### src/rtl/sbox_port_scheduler_pkg.sv
// sbox_port_scheduler_pkg
// Shared constants and types for the S-box port scheduler: lookup geometry,
// the RAM read latency, the issue FSM state encoding and the latency-tracker
// tag format.
package sbox_port_scheduler_pkg;

  localparam int N_LOOKUP = 4;
  localparam int ADDR_W   = 10;
  localparam int DATA_W   = 8;
  localparam int BRAM_LAT = 2;

  typedef enum logic [1:0] {
    IDLE     = 2'd0,
    ISSUE_LO = 2'd1,
    ISSUE_HI = 2'd2
  } issue_state_e;

  // One entry per issued address pair: valid marks a real issue, hi says the
  // pair carried bytes 2/3 rather than bytes 0/1.
  typedef struct packed {
    logic valid;
    logic hi;
  } tag_t;

endpackage

### src/rtl/sbox_port_scheduler_bram_lat_tracker.sv
// bram_lat_tracker
// Follows each issued address pair through the RAM read latency and
// assembles the four lookup bytes into one result word.
//
// Ports:
//   clk, rst      clock, asynchronous active-low reset
//   stall         freezes the tag pipe and staging bytes (RAM is disabled too)
//   issue         an address pair is on the RAM ports this cycle
//   issue_hi      that pair is bytes 2/3 (otherwise bytes 0/1)
//   doa, dob      RAM port A/B read data
//   load          the assembled result is complete this cycle
//   result        {dob, doa, staged byte 1, staged byte 0}
module bram_lat_tracker
  import sbox_port_scheduler_pkg::*;
#(
  parameter int LAT = BRAM_LAT
) (
  input  logic                         clk,
  input  logic                         rst,
  input  logic                         stall,
  input  logic                         issue,
  input  logic                         issue_hi,
  input  logic [DATA_W-1:0]            doa,
  input  logic [DATA_W-1:0]            dob,
  output logic                         load,
  output logic [N_LOOKUP*DATA_W-1:0]   result
);

  tag_t              pipe [LAT];
  logic [DATA_W-1:0] staged0;
  logic [DATA_W-1:0] staged1;

  // Tag pipe advances only on cycles the RAM is enabled, so the tag leaving
  // the last stage always lines up with the data on doa/dob. A lo tag parks
  // bytes 0/1 until the matching hi pair arrives.
  always_ff @(posedge clk or negedge rst) begin
    if (!rst) begin
      for (int i = 0; i < LAT; i++) begin
        pipe[i] <= '0;
      end
      staged0 <= '0;
      staged1 <= '0;
    end else if (!stall) begin
      pipe[0].valid <= issue;
      pipe[0].hi    <= issue_hi;
      for (int i = 1; i < LAT; i++) begin
        pipe[i] <= pipe[i-1];
      end
      if (pipe[LAT-1].valid && !pipe[LAT-1].hi) begin
        staged0 <= doa;
        staged1 <= dob;
      end
    end
  end

  assign load   = ~stall & pipe[LAT-1].valid & pipe[LAT-1].hi;
  assign result = {dob, doa, staged1, staged0};

endmodule

### src/rtl/sbox_port_scheduler.sv
// sbox_port_scheduler
// Accepts four 10-bit S-box addresses per request and issues them to a
// dual-port RAM (output register enabled, 2-cycle latency) as two pairs,
// then returns the four 8-bit results as one word. One request per two
// cycles; a stalled output freezes the whole datapath including the RAM.
//
// Ports:
//   clk, rst                  clock, asynchronous active-low reset
//   in_valid/in_ready/in_addr request handshake, byte k = in_addr[10k+9:10k]
//   out_valid/out_ready/out_data result handshake, byte k = out_data[8k+7:8k]
//   bram_addra/bram_addrb     RAM port A/B addresses
//   bram_en                   RAM ENA/ENB/REGCEA/REGCEB
//   bram_doa/bram_dob         RAM port A/B read data
module sbox_port_scheduler #(
  parameter int BRAM_LAT = sbox_port_scheduler_pkg::BRAM_LAT
) (
  input  logic        clk,
  input  logic        rst,
  input  logic        in_valid,
  output logic        in_ready,
  input  logic [39:0] in_addr,
  output logic        out_valid,
  input  logic        out_ready,
  output logic [31:0] out_data,
  output logic [9:0]  bram_addra,
  output logic [9:0]  bram_addrb,
  output logic        bram_en,
  input  logic [7:0]  bram_doa,
  input  logic [7:0]  bram_dob
);

  import sbox_port_scheduler_pkg::*;

  issue_state_e                     state;
  logic [N_LOOKUP*ADDR_W-1:0]       req;
  logic                             started;
  logic                             stall;
  logic                             accept;
  logic                             load;
  logic [N_LOOKUP*DATA_W-1:0]       result;

  // A held result blocks everything upstream; the RAM is disabled as well so
  // its internal pipeline stays aligned with the tag pipe.
  assign stall    = out_valid & ~out_ready;
  assign in_ready = started & ~stall & (state != ISSUE_LO);
  assign accept   = in_valid & in_ready;
  assign bram_en  = started & ~stall;

  // Keeps in_ready and bram_en low until the first clock edge after reset
  // is released.
  always_ff @(posedge clk or negedge rst) begin
    if (!rst) begin
      started <= 1'b0;
    end else begin
      started <= 1'b1;
    end
  end

  // Issue FSM. Addresses are registered alongside the state so the RAM sees
  // the pair for the phase being entered; ISSUE_HI can chain straight into
  // the next request's ISSUE_LO to sustain one request per two cycles.
  always_ff @(posedge clk or negedge rst) begin
    if (!rst) begin
      state      <= IDLE;
      req        <= '0;
      bram_addra <= '0;
      bram_addrb <= '0;
    end else if (!stall) begin
      case (state)
        IDLE, ISSUE_HI: begin
          if (accept) begin
            state      <= ISSUE_LO;
            req        <= in_addr;
            bram_addra <= in_addr[ADDR_W-1:0];
            bram_addrb <= in_addr[2*ADDR_W-1:ADDR_W];
          end else begin
            state      <= IDLE;
            bram_addra <= '0;
            bram_addrb <= '0;
          end
        end
        ISSUE_LO: begin
          state      <= ISSUE_HI;
          bram_addra <= req[3*ADDR_W-1:2*ADDR_W];
          bram_addrb <= req[4*ADDR_W-1:3*ADDR_W];
        end
        default: begin
          state      <= IDLE;
          bram_addra <= '0;
          bram_addrb <= '0;
        end
      endcase
    end
  end

  bram_lat_tracker #(
    .LAT(BRAM_LAT)
  ) u_tracker (
    .clk      (clk),
    .rst      (rst),
    .stall    (stall),
    .issue    (state != IDLE),
    .issue_hi (state == ISSUE_HI),
    .doa      (bram_doa),
    .dob      (bram_dob),
    .load     (load),
    .result   (result)
  );

  // Output register. A new result takes priority over clearing, so a
  // handshake coinciding with a load keeps out_valid high.
  always_ff @(posedge clk or negedge rst) begin
    if (!rst) begin
      out_valid <= 1'b0;
      out_data  <= '0;
    end else if (load) begin
      out_valid <= 1'b1;
      out_data  <= result;
    end else if (out_valid && out_ready) begin
      out_valid <= 1'b0;
    end
  end

endmodule

### config.mk
export PLATFORM = sky130hd
export DESIGN_NAME = sbox_port_scheduler
export DESIGN_NICKNAME = d
export VERILOG_FILES = /design/src/rtl/sbox_port_scheduler_pkg.sv /design/src/rtl/sbox_port_scheduler_bram_lat_tracker.sv /design/src/rtl/sbox_port_scheduler.sv
export SDC_FILE = /design/constraint.sdc
export NUM_CORES = 1
export LEC_CHECK = 0
export ABC_AREA = 1
export BUFFER_PORTS_ARGS = -buffer_cell sky130_fd_sc_hd__buf_2
export CAP_MARGIN = 20
export CORE_ASPECT_RATIO = 0.5
export CORE_UTILIZATION = 25
export DETAILED_ROUTE_END_ITERATION = 12
export GPL_TIMING_DRIVEN = 0
export PLACE_DENSITY = 0.42
export RECOVER_POWER = 100
export SLEW_MARGIN = 15
export SYNTH_ARGS = -nofsm -noshare
export SYNTH_HDL_FRONTEND = slang
export SYNTH_SLANG_ARGS = --single-unit
### constraint.sdc
create_clock -name clk -period 3.3 [get_ports clk]
set_clock_uncertainty 0.05 [all_clocks]
set_input_delay 0.495 -clock clk [delete_from_list [all_inputs] [get_ports clk]]
set_output_delay 0.495 -clock clk [all_outputs]
set_load 0.03 [all_outputs]
==> impl_table.tex <==
\begin{tabular}{lr}
\hline
Metric & Value \\
\hline
\multicolumn{2}{l}{\textbf{Global routing}} \\
Pin count of the biggest net entering global routing & 55 \\
Via count of the first global-routing pass & 3410 \\
Met3 track utilization from global routing & 0.0326 \\
Sum of overflow across all layers after global routing & 0 \\
GR peak layer & met2 \\
Number of antenna violations at the first check in global routing & 0 \\
Wire length of the first global-routing pass & 17.8 mm \\
Tot GR Track Use & 0.136 \\
M2 GR Usage & 0.208 \\
Met1 track demand over resource in global routing & 0.193 \\
\multicolumn{2}{l}{\textbf{Power}} \\
Clock power frac & 0.253 \\
Peak supply drop & 0.217 mV \\
Cell internal power dissipation & 0.00240 W \\
Power density over cell area & 777 nW/um\^{}2 \\
P\_sw & 0.00152 W \\
Sequential Power Share & 0.443 \\
Switch share & 0.388 \\
Leak Pwr & 2.64 nW \\
Tot Pwr & 0.00393 W \\
Power share of the combinational group & 0.304 \\
\multicolumn{2}{l}{\textbf{Yosys}} \\
Main combinational cell family by area after synthesis & simple AND/OR/NAND/NOR gates \\
Cell variety after synth & 24 \\
Area contributors post-synth & sky130\_fd\_sc\_hd\_\_dfrtp\_1, sky130\_fd\_sc\_hd\_\_nand2\_1, sky130\_fd\_sc\_hd\_\_inv\_1, sky130\_fd\_sc\_hd\_\_nand4\_1, sky130\_fd\_sc\_hd\_\_o21ai\_1 \\
Synthesized cell area & 4070 sq um \\
Synth warnings & 0 \\
Parity-gate share of the synthesized area counting xor and xnor cells & 0 \\
Leading area contributor after synthesis & sky130\_fd\_sc\_hd\_\_dfrtp\_1 \\
Share of synthesized cell area in full adder, half adder and majority cells & 0 \\
Synth Register Bits & 96 \\
Synthesized-area fraction occupied by ao, oa, aoi and oai cells & 0.0753 \\
Synth Instances & 462 \\
Most instantiated library cell after synthesis & sky130\_fd\_sc\_hd\_\_nand2\_1 \\
Most common flop cell mapped by yosys & sky130\_fd\_sc\_hd\_\_dfrtp\_1 \\
Syn\_nets & 522 \\
Number of enable flip-flop cells after synthesis & 0 \\
Synth Area in Simple Gates & 0.253 \\
Synth top cells by count & sky130\_fd\_sc\_hd\_\_nand2\_1, sky130\_fd\_sc\_hd\_\_dfrtp\_1, sky130\_fd\_sc\_hd\_\_inv\_1 \\
Post-synthesis area per instance & 8.81 sq um \\
Share of the yosys chip area belonging to registers & 0.590 \\
Portion of netlist area occupied by mux cells & 0 \\
Fraction of synthesized cell area taken by the top area cell type & 0.590 \\
Share of flip-flops with an asynchronous set or reset after synthesis & 1.00 \\
\multicolumn{2}{l}{\textbf{Clocking}} \\
Library cell used as clock root buffer & sky130\_fd\_sc\_hd\_\_clkbuf\_16 \\
Hold Buf Count CTS & 0 \\
Skew-Pair Late Insertion Delay & 0.33 ns \\
TritonCTS clock tree & yes \\
CTS sink count & 96 \\
CTS max path bufs & 2 \\
Number of post-CTS setup repair buffers & 0 \\
Clk pin slew, worst setup/hold paths & 0.07 ns \\
Count of instances resized after the clock tree is built & 0 \\
CTS H-Tree Depth & 3 \\
Number of buffers added by the clock tree synthesis step & 9 \\
\multicolumn{2}{l}{\textbf{STA}} \\
Setup repair after global routing missed its margin & false \\
Max transition margin & 0.106 \\
Time the final worst path needs with I/O delays and setup & 2.51 ns \\
Transition time of the tightest slew-check pin & 1.34 ns \\
Final setup margin & 0.793 ns \\
Count of endpoints failing hold in the final timing report & 0 \\
Achievable Freq & 399 MHz \\
Number of max-slew violations in the final report & 0 \\
Endpoints failing setup & 0 \\
Sum Neg Setup Slack & 0 ns \\
Share of the clock period used by the worst path after layout & 0.760 \\
\multicolumn{2}{l}{\textbf{Worst hold path}} \\
Class of the most critical hold timing path & in -> async \\
\multicolumn{2}{l}{\textbf{Route}} \\
Post-detailed-route wirelength per cell & 13.2 um \\
Vias/cell & 4.12 \\
Count of routing violations after the opening detailed-route iteration & 121 \\
Number of remaining DRC errors & 0 \\
Detailed-routing iteration count for the pre-antenna-repair pass & 4 \\
Number of routed nets with antenna violations & 0 \\
Via count & 3353 \\
Overall routed net length & 10.8 mm \\
\multicolumn{2}{l}{\textbf{Die}} \\
Core area & 15700 sq um \\
Horizontal extent of the die & 182 um \\
I/O pin cnt & 115 \\
Starting density of the core & 0.260 \\
Floorplan die height & 92.2 um \\
Number of cell rows & 32 \\
DIE AREA & 16800 sq um \\
\multicolumn{2}{l}{\textbf{Setup path}} \\
Critical path capture point type & output pin \\
Launching element type of the critical path & flop \\
Worst-path cell with the longest stage delay & sky130\_fd\_sc\_hd\_\_clkbuf\_1 \\
Crit-path max FO & 10 \\
Worst setup path category & reg -> out \\
Ordered cell list for the critical path & nand2\_1 > inv\_4 > nor2\_1 > clkbuf\_1 > buf\_2 \\
Arrival @ worst endpoint & 1.96 ns \\
Largest incremental delay on the critical path & 0.39 ns \\
Crit path required time & 2.75 ns \\
\multicolumn{2}{l}{\textbf{Run}} \\
Max-cap viol count & 0 \\
\multicolumn{2}{l}{\textbf{Status}} \\
Status & complete, no violations \\
\multicolumn{2}{l}{\textbf{Placed design}} \\
Hpwl dp & 7.87 mm \\
Port bufs & 114 \\
Routability cong. & 0.749 \\
Number of placed instances with taps included & 798 \\
Worst slack, placed & 1.32 ns \\
\multicolumn{2}{l}{\textbf{Cells and area}} \\
Diodes inserted & 0 \\
Share of the core filled with cells & 0.323 \\
Final cell count without fillers & 814 \\
Fraction of layout instances using a drive strength above 1 & 0.155 \\
Nets & 648 \\
Layout-stage area growth over the synthesis result & 24.1\% \\
\hline
\end{tabular}
-- cells in the final DEF, fill, tap and decap left out, types with 2 or more instances in the layout --
cell type | synthesis | routed
sky130_fd_sc_hd__nand2_1 | 196 | 197
sky130_fd_sc_hd__dfrtp_1 | 96 | 96
sky130_fd_sc_hd__clkbuf_1 | 3 | 71
sky130_fd_sc_hd__buf_2 | 14 | 66
sky130_fd_sc_hd__o21ai_0 | 19 | 45
sky130_fd_sc_hd__inv_1 | 37 | 37
sky130_fd_sc_hd__nand3_1 | 20 | 22
sky130_fd_sc_hd__nand4_1 | 20 | 20
sky130_fd_sc_hd__clkbuf_16 | 0 | 9
sky130_fd_sc_hd__buf_6 | 5 | 4
sky130_fd_sc_hd__o21ai_1 | 22 | 4
sky130_fd_sc_hd__buf_1 | 3 | 3
sky130_fd_sc_hd__nor2_1 | 1 | 2
sky130_fd_sc_hd__o21ai_2 | 10 | 2
sky130_fd_sc_hd__clkbuf_8 | 0 | 2
sky130_fd_sc_hd__clkinvlp_4 | 0 | 2
-- kinds of logic after synthesis --
logic type             after synthesis
AND/OR/NAND/NOR                    244
flip-flops                          96
buffers and inverters               68
AO/OA/AOI/OAI                       53
other                                1
-- per-stage QoR --
stage | area (sq um) | hold WS, ns
2_1_floorplan | 4070 | 0.149
3_3_place_gp | 4920 | 0.407
3_5_place_dp | 4950 | 0.401
4_1_cts | 5240 | 0.0276
5_1_grt | 5050 | 0.0366
6_report | 5050 | 0.0131
-- layer usage --
layer	wire [um]	share of wire
met1	5660	0.53
met2	4590	0.43
met3	410	0.038
met4	92	0.0086
met5	0	0
-- area by class of cell --
type                       instances  area, sq um
fill                            1766        10600
sequential                        96         2400
multi-input combinational        298         1280
timing repair buffer             115          514
tap                              221          277
clock buffer                      12          256
inverter                          39          149
buffer                            29          140
clock inverter                     4         28.8
-- power by group through the flow --
| stage | registers (W) | logic (W) | clock network [W] |
|---|---|---|---|
| finish | 0.00174 | 0.00119 | 0.000992 |
| detailed placement | 0.00176 | 0.00135 | 0 |
| global route | 0.00179 | 0.00135 | 0.00108 |
| floorplan | 0.00214 | 0.000497 | 0 |
| global placement | 0.00175 | 0.00133 | 0 |
| CTS | 0.00174 | 0.00135 | 0.00103 |
-- state kept, by name, indices dropped and copies added (netlist names) --
name / cells
u_tracker.staged0: 8
bram_addrb: 10
out_data: 32
bram_addra: 10
out_valid: 1
req: 20
u_tracker.pipe: 4
u_tracker.staged1: 8
started: 1
state: 2
-- final timing paths --
| path | startpoint | end | slack [ns] | cells after the start |
|---|---|---|---|---|
| worst max-delay path | out_valid | bram_en | 0.79 | 5 |
| worst min-delay path | rst | out_data[9] | 0.01 | 1 |
| worst max register to register | out_valid | out_data[21] | 1.34 | 6 |
| worst min register to register | req[29] | req[29] | 0.42 | 2 |
| max in group asynchronous | rst | req[28] | 1.55 | 2 |
| min in group clk | in_addr[32] | req[32] | 0.33 | 3 |
-- worst max-delay path, delay by kind of cell (launching register included) --
kind                   cells  cell delay (ns)
buffers and inverters      3             0.76
DFF                        1             0.38
and+or+nand+nor            2             0.48
No activity file was read; power rests on OpenSTA's default activity.
